**config.mk**
```make
export PLATFORM = sky130hd
export DESIGN_NAME = acq_scheduler_flat
export DESIGN_NICKNAME = d
export VERILOG_FILES = /design/src/rtl/acq_scheduler_if.sv /design/src/rtl/acq_scheduler.sv /design/src/flat_wrapper.sv
export SDC_FILE = /design/constraint.sdc
export NUM_CORES = 1
export LEC_CHECK = 0
export ABC_AREA = 0
export ABC_CLOCK_PERIOD_IN_PS = 7500
export CORE_MARGIN = 3
export CORE_UTILIZATION = 55
export CTS_CLUSTER_DIAMETER = 30
export DETAILED_ROUTE_END_ITERATION = 10
export PLACE_DENSITY = 0.76
export RECOVER_POWER = 50
export SLEW_MARGIN = 20
export SYNTH_ARGS = -nofsm -noshare
export SYNTH_HDL_FRONTEND = slang
export SYNTH_SLANG_ARGS = --single-unit
```
**constraint.sdc**
```tcl
create_clock -name clk -period 7.5 [get_ports clk]
set_input_delay 1.875 -clock clk [delete_from_list [all_inputs] [get_ports clk]]
set_output_delay 1.875 -clock clk [all_outputs]
set_load 0.02 [all_outputs]
```
**src/rtl/acq_scheduler_if.sv**
```systemverilog
// Demod-side bundle of the acquisition scheduler.
//   epoch    : one-cycle code-epoch marker from the emulator
//   fa_sin   : correlator sine sum (demod fa_out_sin)
//   fa_cos   : correlator cosine sum (demod fa_out_cos)
//   fa_ready : correlator result-ready level
//   sync     : one-cycle cagen/NCO/demod restart pulse
//   t0, t1   : C/A G2 tap selects to cagen
// master = scheduler side, slave = demod/emulator side.
interface acq_scheduler_if #(
   parameter int SUM_W = 14
);
   logic             epoch;
   logic [SUM_W-1:0] fa_sin;
   logic [SUM_W-1:0] fa_cos;
   logic             fa_ready;
   logic             sync;
   logic [3:0]       t0;
   logic [3:0]       t1;

   modport master (
      input  epoch, fa_sin, fa_cos, fa_ready,
      output sync, t0, t1
   );

   modport slave (
      output epoch, fa_sin, fa_cos, fa_ready,
      input  sync, t0, t1
   );
endinterface

```
**src/rtl/acq_scheduler.sv**
```systemverilog
// Acquisition sequencer: walks PRN x code-phase candidates, fires sync at a
// phase-dependent delay after each code epoch, scores the correlator I/Q sums
// and keeps the best candidate.
// Ports:
//   clk, rst               : clock, asynchronous active-low reset
//   start, abort           : search request / synchronous search abort
//   prn_first, prn_last    : PRN index range (PRN-1), latched on start
//   threshold              : detection threshold, latched on start
//   dmd                    : demod-side bundle (epoch, fa_*, sync, t0, t1)
//   busy, done, found      : search status
//   best_prn/phase/energy  : best candidate so far
//   timeout_err            : sticky, a dwell timed out waiting for fa_ready
module acq_scheduler #(
   parameter int SUM_W       = 14,
   parameter int HALF        = 5000,
   parameter int NUM_PHASES  = 1023,
   parameter int TIMEOUT_CYC = 20000
) (
   input  logic                 clk,
   input  logic                 rst,
   input  logic                 start,
   input  logic                 abort,
   input  logic [4:0]           prn_first,
   input  logic [4:0]           prn_last,
   input  logic [SUM_W:0]       threshold,
   acq_scheduler_if.master      dmd,
   output logic                 busy,
   output logic                 done,
   output logic                 found,
   output logic [4:0]           best_prn,
   output logic [9:0]           best_phase,
   output logic [SUM_W:0]       best_energy,
   output logic                 timeout_err
);

   localparam int TW = $clog2(TIMEOUT_CYC + 1);
   localparam logic [SUM_W:0] HalfW    = (SUM_W + 1)'(HALF);
   localparam logic [9:0]     LastPh   = 10'(NUM_PHASES - 1);
   localparam logic [TW-1:0]  TimerEnd = TW'(TIMEOUT_CYC - 1);

   typedef enum logic [2:0] {
      StIdle, StArm, StDelay, StSync, StDwell, StEval, StNext, StDone
   } state_t;

   state_t           state_q;
   logic [4:0]       prn_q, prn_last_q, best_prn_q;
   logic [9:0]       phase_q, cnt_q, best_phase_q;
   logic [SUM_W:0]   thr_q, best_energy_q;
   logic [TW-1:0]    timer_q;
   logic [SUM_W-1:0] cap_sin_q, cap_cos_q;
   logic [3:0]       t0_q, t1_q;
   logic             rdy_prev_q, sync_q, busy_q, done_q, found_q, terr_q;

   // GPS G2 tap pairs, indexed by PRN-1, packed as {t0, t1}.
   function automatic logic [7:0] tap_rom(input logic [4:0] idx);
      logic [7:0] t;
      case (idx)
         5'd0:  t = {4'd2, 4'd6};   5'd1:  t = {4'd3, 4'd7};
         5'd2:  t = {4'd4, 4'd8};   5'd3:  t = {4'd5, 4'd9};
         5'd4:  t = {4'd1, 4'd9};   5'd5:  t = {4'd2, 4'd10};
         5'd6:  t = {4'd1, 4'd8};   5'd7:  t = {4'd2, 4'd9};
         5'd8:  t = {4'd3, 4'd10};  5'd9:  t = {4'd2, 4'd3};
         5'd10: t = {4'd3, 4'd4};   5'd11: t = {4'd5, 4'd6};
         5'd12: t = {4'd6, 4'd7};   5'd13: t = {4'd7, 4'd8};
         5'd14: t = {4'd8, 4'd9};   5'd15: t = {4'd9, 4'd10};
         5'd16: t = {4'd1, 4'd4};   5'd17: t = {4'd2, 4'd5};
         5'd18: t = {4'd3, 4'd6};   5'd19: t = {4'd4, 4'd7};
         5'd20: t = {4'd5, 4'd8};   5'd21: t = {4'd6, 4'd9};
         5'd22: t = {4'd1, 4'd3};   5'd23: t = {4'd4, 4'd6};
         5'd24: t = {4'd5, 4'd7};   5'd25: t = {4'd6, 4'd8};
         5'd26: t = {4'd7, 4'd9};   5'd27: t = {4'd8, 4'd10};
         5'd28: t = {4'd1, 4'd6};   5'd29: t = {4'd2, 4'd7};
         5'd30: t = {4'd3, 4'd8};   default: t = {4'd4, 4'd9};
      endcase
      return t;
   endfunction

   // Score = |sin - HALF| + |cos - HALF|; fits SUM_W+1 bits without saturation.
   logic [SUM_W:0] sin_x, cos_x, d_sin, d_cos, score;
   always_comb begin
      sin_x = {1'b0, cap_sin_q};
      cos_x = {1'b0, cap_cos_q};
      d_sin = (sin_x >= HalfW) ? (sin_x - HalfW) : (HalfW - sin_x);
      d_cos = (cos_x >= HalfW) ? (cos_x - HalfW) : (HalfW - cos_x);
      score = d_sin + d_cos;
   end

   // rdy_prev_q samples every cycle, so in DWELL only a fresh 0->1 counts.
   logic rdy_edge;
   assign rdy_edge = dmd.fa_ready && !rdy_prev_q;

   always_ff @(posedge clk or negedge rst) begin
      if (!rst) begin
         state_q       <= StIdle;
         prn_q         <= '0;
         prn_last_q    <= '0;
         phase_q       <= '0;
         cnt_q         <= '0;
         thr_q         <= '0;
         timer_q       <= '0;
         cap_sin_q     <= '0;
         cap_cos_q     <= '0;
         t0_q          <= '0;
         t1_q          <= '0;
         rdy_prev_q    <= 1'b0;
         sync_q        <= 1'b0;
         busy_q        <= 1'b0;
         done_q        <= 1'b0;
         found_q       <= 1'b0;
         terr_q        <= 1'b0;
         best_prn_q    <= '0;
         best_phase_q  <= '0;
         best_energy_q <= '0;
      end else begin
         sync_q     <= 1'b0;
         done_q     <= 1'b0;
         rdy_prev_q <= dmd.fa_ready;
         if (abort) begin
            // Also covers start+abort in IDLE: nothing is accepted.
            state_q <= StIdle;
            busy_q  <= 1'b0;
         end else begin
            unique case (state_q)
               StIdle: begin
                  if (start) begin
                     prn_last_q    <= prn_last;
                     thr_q         <= threshold;
                     prn_q         <= prn_first;
                     phase_q       <= '0;
                     {t0_q, t1_q}  <= tap_rom(prn_first);
                     best_prn_q    <= '0;
                     best_phase_q  <= '0;
                     best_energy_q <= '0;
                     terr_q        <= 1'b0;
                     found_q       <= 1'b0;
                     busy_q        <= 1'b1;
                     state_q       <= StArm;
                  end
               end
               StArm: begin
                  if (dmd.epoch) begin
                     cnt_q   <= phase_q;
                     state_q <= StDelay;
                  end
               end
               StDelay: begin
                  if (cnt_q == '0) begin
                     sync_q  <= 1'b1;
                     state_q <= StSync;
                  end else begin
                     cnt_q <= cnt_q - 10'd1;
                  end
               end
               StSync: begin
                  timer_q <= '0;
                  state_q <= StDwell;
               end
               StDwell: begin
                  if (rdy_edge) begin
                     cap_sin_q <= dmd.fa_sin;
                     cap_cos_q <= dmd.fa_cos;
                     state_q   <= StEval;
                  end else if (timer_q == TimerEnd) begin
                     // Score 0 can never beat the best, so skip EVAL.
                     terr_q  <= 1'b1;
                     state_q <= StNext;
                  end else begin
                     timer_q <= timer_q + 1'b1;
                  end
               end
               StEval: begin
                  if (score > best_energy_q) begin
                     best_energy_q <= score;
                     best_prn_q    <= prn_q;
                     best_phase_q  <= phase_q;
                  end
                  state_q <= StNext;
               end
               StNext: begin
                  if (phase_q < LastPh) begin
                     phase_q <= phase_q + 10'd1;
                     state_q <= StArm;
                  end else begin
                     phase_q <= '0;
                     if (prn_q < prn_last_q) begin
                        prn_q        <= prn_q + 5'd1;
                        {t0_q, t1_q} <= tap_rom(prn_q + 5'd1);
                        state_q      <= StArm;
                     end else begin
                        done_q  <= 1'b1;
                        found_q <= (best_energy_q >= thr_q);
                        busy_q  <= 1'b0;
                        state_q <= StDone;
                     end
                  end
               end
               StDone:  state_q <= StIdle;
               default: state_q <= StIdle;
            endcase
         end
      end
   end

   // An abort arriving in the SYNC cycle itself suppresses the pulse.
   assign dmd.sync    = sync_q && !abort;
   assign dmd.t0      = t0_q;
   assign dmd.t1      = t1_q;
   assign busy        = busy_q;
   assign done        = done_q;
   assign found       = found_q;
   assign best_prn    = best_prn_q;
   assign best_phase  = best_phase_q;
   assign best_energy = best_energy_q;
   assign timeout_err = terr_q;

endmodule
```
**src/flat_wrapper.sv**
```systemverilog
// flat-port wrapper written by rule: the top's interface ports become plain ports
module acq_scheduler_flat 
#(
   parameter int SUM_W       = 14,
   parameter int HALF        = 5000,
   parameter int NUM_PHASES  = 1023,
   parameter int TIMEOUT_CYC = 20000
)
  (clk, rst, start, abort, prn_first, prn_last, threshold, busy, done, found, best_prn, best_phase, best_energy, timeout_err, dmd_epoch, dmd_fa_sin, dmd_fa_cos, dmd_fa_ready, dmd_sync, dmd_t0, dmd_t1);
  acq_scheduler_if #(.SUM_W(SUM_W)) dmd_i ();
  input  logic clk;
  input  logic rst;
  input  logic start;
  input  logic abort;
  input  logic [4:0] prn_first;
  input  logic [4:0] prn_last;
  input  logic [SUM_W:0] threshold;
  output logic busy;
  output logic done;
  output logic found;
  output logic [4:0] best_prn;
  output logic [9:0] best_phase;
  output logic [SUM_W:0] best_energy;
  output logic timeout_err;
  input wire logic [$bits(dmd_i.epoch)-1:0] dmd_epoch;
  input wire logic [$bits(dmd_i.fa_sin)-1:0] dmd_fa_sin;
  input wire logic [$bits(dmd_i.fa_cos)-1:0] dmd_fa_cos;
  input wire logic [$bits(dmd_i.fa_ready)-1:0] dmd_fa_ready;
  output wire logic [$bits(dmd_i.sync)-1:0] dmd_sync;
  output wire logic [$bits(dmd_i.t0)-1:0] dmd_t0;
  output wire logic [$bits(dmd_i.t1)-1:0] dmd_t1;
  assign dmd_i.epoch = dmd_epoch;
  assign dmd_i.fa_sin = dmd_fa_sin;
  assign dmd_i.fa_cos = dmd_fa_cos;
  assign dmd_i.fa_ready = dmd_fa_ready;
  assign dmd_sync = dmd_i.sync;
  assign dmd_t0 = dmd_i.t0;
  assign dmd_t1 = dmd_i.t1;
  acq_scheduler #(.SUM_W(SUM_W), .HALF(HALF), .NUM_PHASES(NUM_PHASES), .TIMEOUT_CYC(TIMEOUT_CYC)) u_core (.clk(clk), .rst(rst), .start(start), .abort(abort), .prn_first(prn_first), .prn_last(prn_last), .threshold(threshold), .dmd(dmd_i), .busy(busy), .done(done), .found(found), .best_prn(best_prn), .best_phase(best_phase), .best_energy(best_energy), .timeout_err(timeout_err));
endmodule
```
==> metrics <==
Clk pwr share approximately 36%; Finish-stage setup viols 0; remaining routing DRC violations 0; Slew HR -197%; DR vias approximately 8.1k; Worst-Margin Slew around 4500 ps; Syn Inst Count between 1k and 1.5k; power per cell area ~200 nW/um^2; Yosys cell types 86; Initial DRT Pass Iterations 5; total congestion overflow 0; Sw Pwr around 0.00076 W; nets 1303; worst endpoint data arrival time 6800 ps; area grow syn2layout 16.8%; CTS buffer count 17; Post-synth ARST share between 90% and 100%; initial antenna violation count 0; syn_area_per_cell approximately 8.7 sq um; DIE AREA approximately 19000 sq um; Synth area leaders dfrtp_1 35%, ha_1 9.7%, nand2_1 5.5%, o21ai_0 4.7%, a21oi_1 4.0%; Tot Pwr between 0.002 and 0.0025 W; Fin. Hold Viols 0; Bufs on Longest Clock Path 2; first-pass GRT wire length between 30000 and 40000 microns; Skew-Pair Late Insertion Delay around 430 ps; Startpoint Class flop; VDD IR-drop max 0.000172 V; Worst-path clk slew around 60 ps; achievable frequency roughly 0.15 GHz; largest net degree at the start of global routing slightly below 90; dpl hpwl approximately 16000 microns; reg2reg start u_core.cap_cos_q[4]; Die Span X 138 microns; setup bufs post-CTS 0; Gate power share 27.7%; syn nets 1234; Lkg Pwr 4.93 nW; ys flop type dfrtp_1; CP Max Fanout 54; Final Cycle Share between 80% and 90%; critical path start-end classification reg2reg; violated checks max-capacitance violations, max-slew violations; starting density of the core between 50 and 60%; DR iter-0 viols about 600; Worst Skew approximately 12 ps; Avg Vias per Cell 5.79; Critical Path Sink Type flop; core area between 15000 and 20000 sq um; hold crit path type reg2reg; Final TNS setup 0 ps; min-delay src u_core.dmd.t1[1]; CTS hold repair buffers 0; Die Y between 100 and 150 microns; beginning of the critical path u_core.cap_cos_q[4]; max_cap viols 2; status finished with violations; Synth top area share ~35%; Post-DRT Antenna Nets 0; RePlAce Congestion between 0.8 and 0.9; Root Driver clkbuf_16; layout cells sized above 1 ~7.2%; input/output buffers about 100; # diodes 0; Cell Area, Synth roughly 9500 sq um; warnings from Yosys 0; Yosys reg bits approximately 140; largest area contributor in the netlist dfrtp_1; Final min period 6520 ps; Total GRT Usage 24.8%; post-DR wirelength/cell approximately 16 microns; FF+latch area between 3000 and 4000 sq um; commonest cells in the netlist 140 x nand2_1, 135 x dfrtp_1, 89 x o21ai_0; Switching Share roughly a third; Core Rows between 40 and 50; H-tree Lvls 4; CTS tree built; I/O pins about 100; Seq pwr share 36.1%; Int Pwr approximately 0.0015 W; most common cell in the netlist nand2_1; Seq/Total Area, Yosys between 30% and 40%; fin. max-slew vios about 130; RSZ-0062 raised after global routing false; CTS resizes 0; clk sinks 135; vias in the first global route 7706; EDFF count, synth 0; multi-input logic area approximately 5600 sq um; filler cell count around 1.4k; Required @ worst endpoint roughly 7800 ps; final wirelength 22800 microns
[power groups by stage]
| stage | logic (W) | clock network, W | registers [W] |
|---|---|---|---|
| 3_5_place_dp | 0.000624 | 0 | 0.000838 |
| 4_1_cts | 0.000632 | 0.000843 | 0.000825 |
| 5_1_grt | 0.000712 | 0.000870 | 0.000833 |
| 6_report | 0.000634 | 0.000829 | 0.000827 |
| 2_1_floorplan | 0.000460 | 0 | 0.000827 |
| 3_3_place_gp | 0.000607 | 0 | 0.000837 |
[registers in the layout (all words and copies together) (netlist names), 3 cells and up]
signal / count
u_core.phase_q: 10
u_core.best_prn: 5
u_core.cap_sin_q: 14
u_core.best_energy: 15
u_core.cnt_q: 10
u_core.timer_q: 15
u_core.dmd.t1: 4
u_core.cap_cos_q: 14
u_core.prn_q: 5
u_core.state_q: 3
u_core.prn_last_q: 5
u_core.dmd.t0: 4
u_core.thr_q: 15
u_core.best_phase: 10
[worst paths after layout]
| check | depth (start not counted) | endpoint | slack (ps) |
|---|---|---|---|
| setup / recovery | 22 | u_core.best_energy[2] | 980 |
| hold reg to reg | 2 | u_core.dmd.t1[1] | 480 |
| max in group asynchronous | 2 | u_core.best_prn[0] | 1550 |
| hold / removal | 2 | u_core.dmd.t1[1] | 480 |
| min in group asynchronous | 1 | u_core.cap_cos_q[13] | 3020 |
| setup reg to reg | 22 | u_core.best_energy[2] | 980 |
[layer usage]
metal / vias up / part of all wire (%) / GRT usage (%)
met5: - / 0 / 0
met4: 0 / 1.6 / 7.54
met3: 28 / 5.0 / 4.09
met2: 189 / 48 / 40.2
met1: 3867 / 46 / 34.1
li1: 4033 / - / -
[layout make-up]
cell class                 instances  area share (%)
multi-input combinational        837            50.3
inverter                          71            2.40
timing repair buffer             107            9.35
clock inverter                    13            1.30
clock buffer                      18            3.86
tap                              220            2.47
sequential                       135            30.4
[critical path, cell delays in order (launching register included)]
cell,delay (ps)
dfrtp_1,450
inv_1,170
ha_1,180
or3b_1,440
o21ai_1,150
nand2_1,80
a21oi_2,680
a41oi_1,240
xor2_1,190
ha_1,370
a21oi_1,240
nand2b_1,90
o31ai_1,400
o21ai_0,160
a21o_1,210
xor2_1,190
ha_1,290
a21oi_1,150
o21ai_0,160
a2111oi_0,630
a31o_2,240
buf_4,430
o21ai_0,200
[cell usage in the layout (no fill, tap or decap), types with 4 or more instances in the layout]
cell / synthesis / routed
inv_6: 0 / 4
o21ai_0: 89 / 89
clkbuf_1: 26 / 4
clkdlybuf4s50_1: 0 / 98
ha_1: 74 / 74
xnor2_1: 35 / 34
o31ai_1: 12 / 12
nand2b_1: 19 / 19
a31oi_1: 9 / 9
nor3_1: 21 / 21
nand3_1: 30 / 30
nor2b_1: 9 / 9
o21ai_1: 9 / 9
nor2_1: 80 / 80
nand4_1: 13 / 13
a211oi_1: 12 / 13
nand2_1: 140 / 140
o211ai_1: 9 / 9
o21a_1: 6 / 6
and2_1: 4 / 4
o31ai_2: 4 / 4
o22ai_1: 5 / 5
dfrtp_1: 135 / 135
a21o_1: 16 / 16
or3_1: 12 / 12
nor4_1: 7 / 7
inv_1: 71 / 71
and3_1: 5 / 5
xor2_1: 26 / 26
clkbuf_16: 0 / 17
mux2i_1: 8 / 8
mux2_2: 28 / 28
a21oi_1: 77 / 77
[logic make-up (layout without fill, tap and decap cells)]
kind of cell    count (synthesis)  count (layout)  synth area share [%]
fa+ha+maj                      75              75                  9.93
buf+inv                       128             209                  5.90
xor+xnor                       61              61                  5.61
mux                            38              38                  4.50
simple gates                  364             364                  18.4
compound gates                299             299                  20.2
flops                         135             135                  35.5
[stage by stage]
stage / instances / util (%) / hold slack (ps) / cell area [sq um] / setup WS [ps]
floorplan: 1100 / - / 447 / 9530 / 2160
finish: 1401 / 66.4 / 483 / 11100 / 981
detailed placement: 1370 / 63.1 / 470 / 10600 / 1060
CTS: 1401 / 66.5 / 493 / 11100 / 1010
global placement: 1370 / 63.1 / 462 / 10600 / 1400
global route: 1401 / 66.4 / 511 / 11100 / 465
No activity file was read; power rests on OpenSTA's default activity.
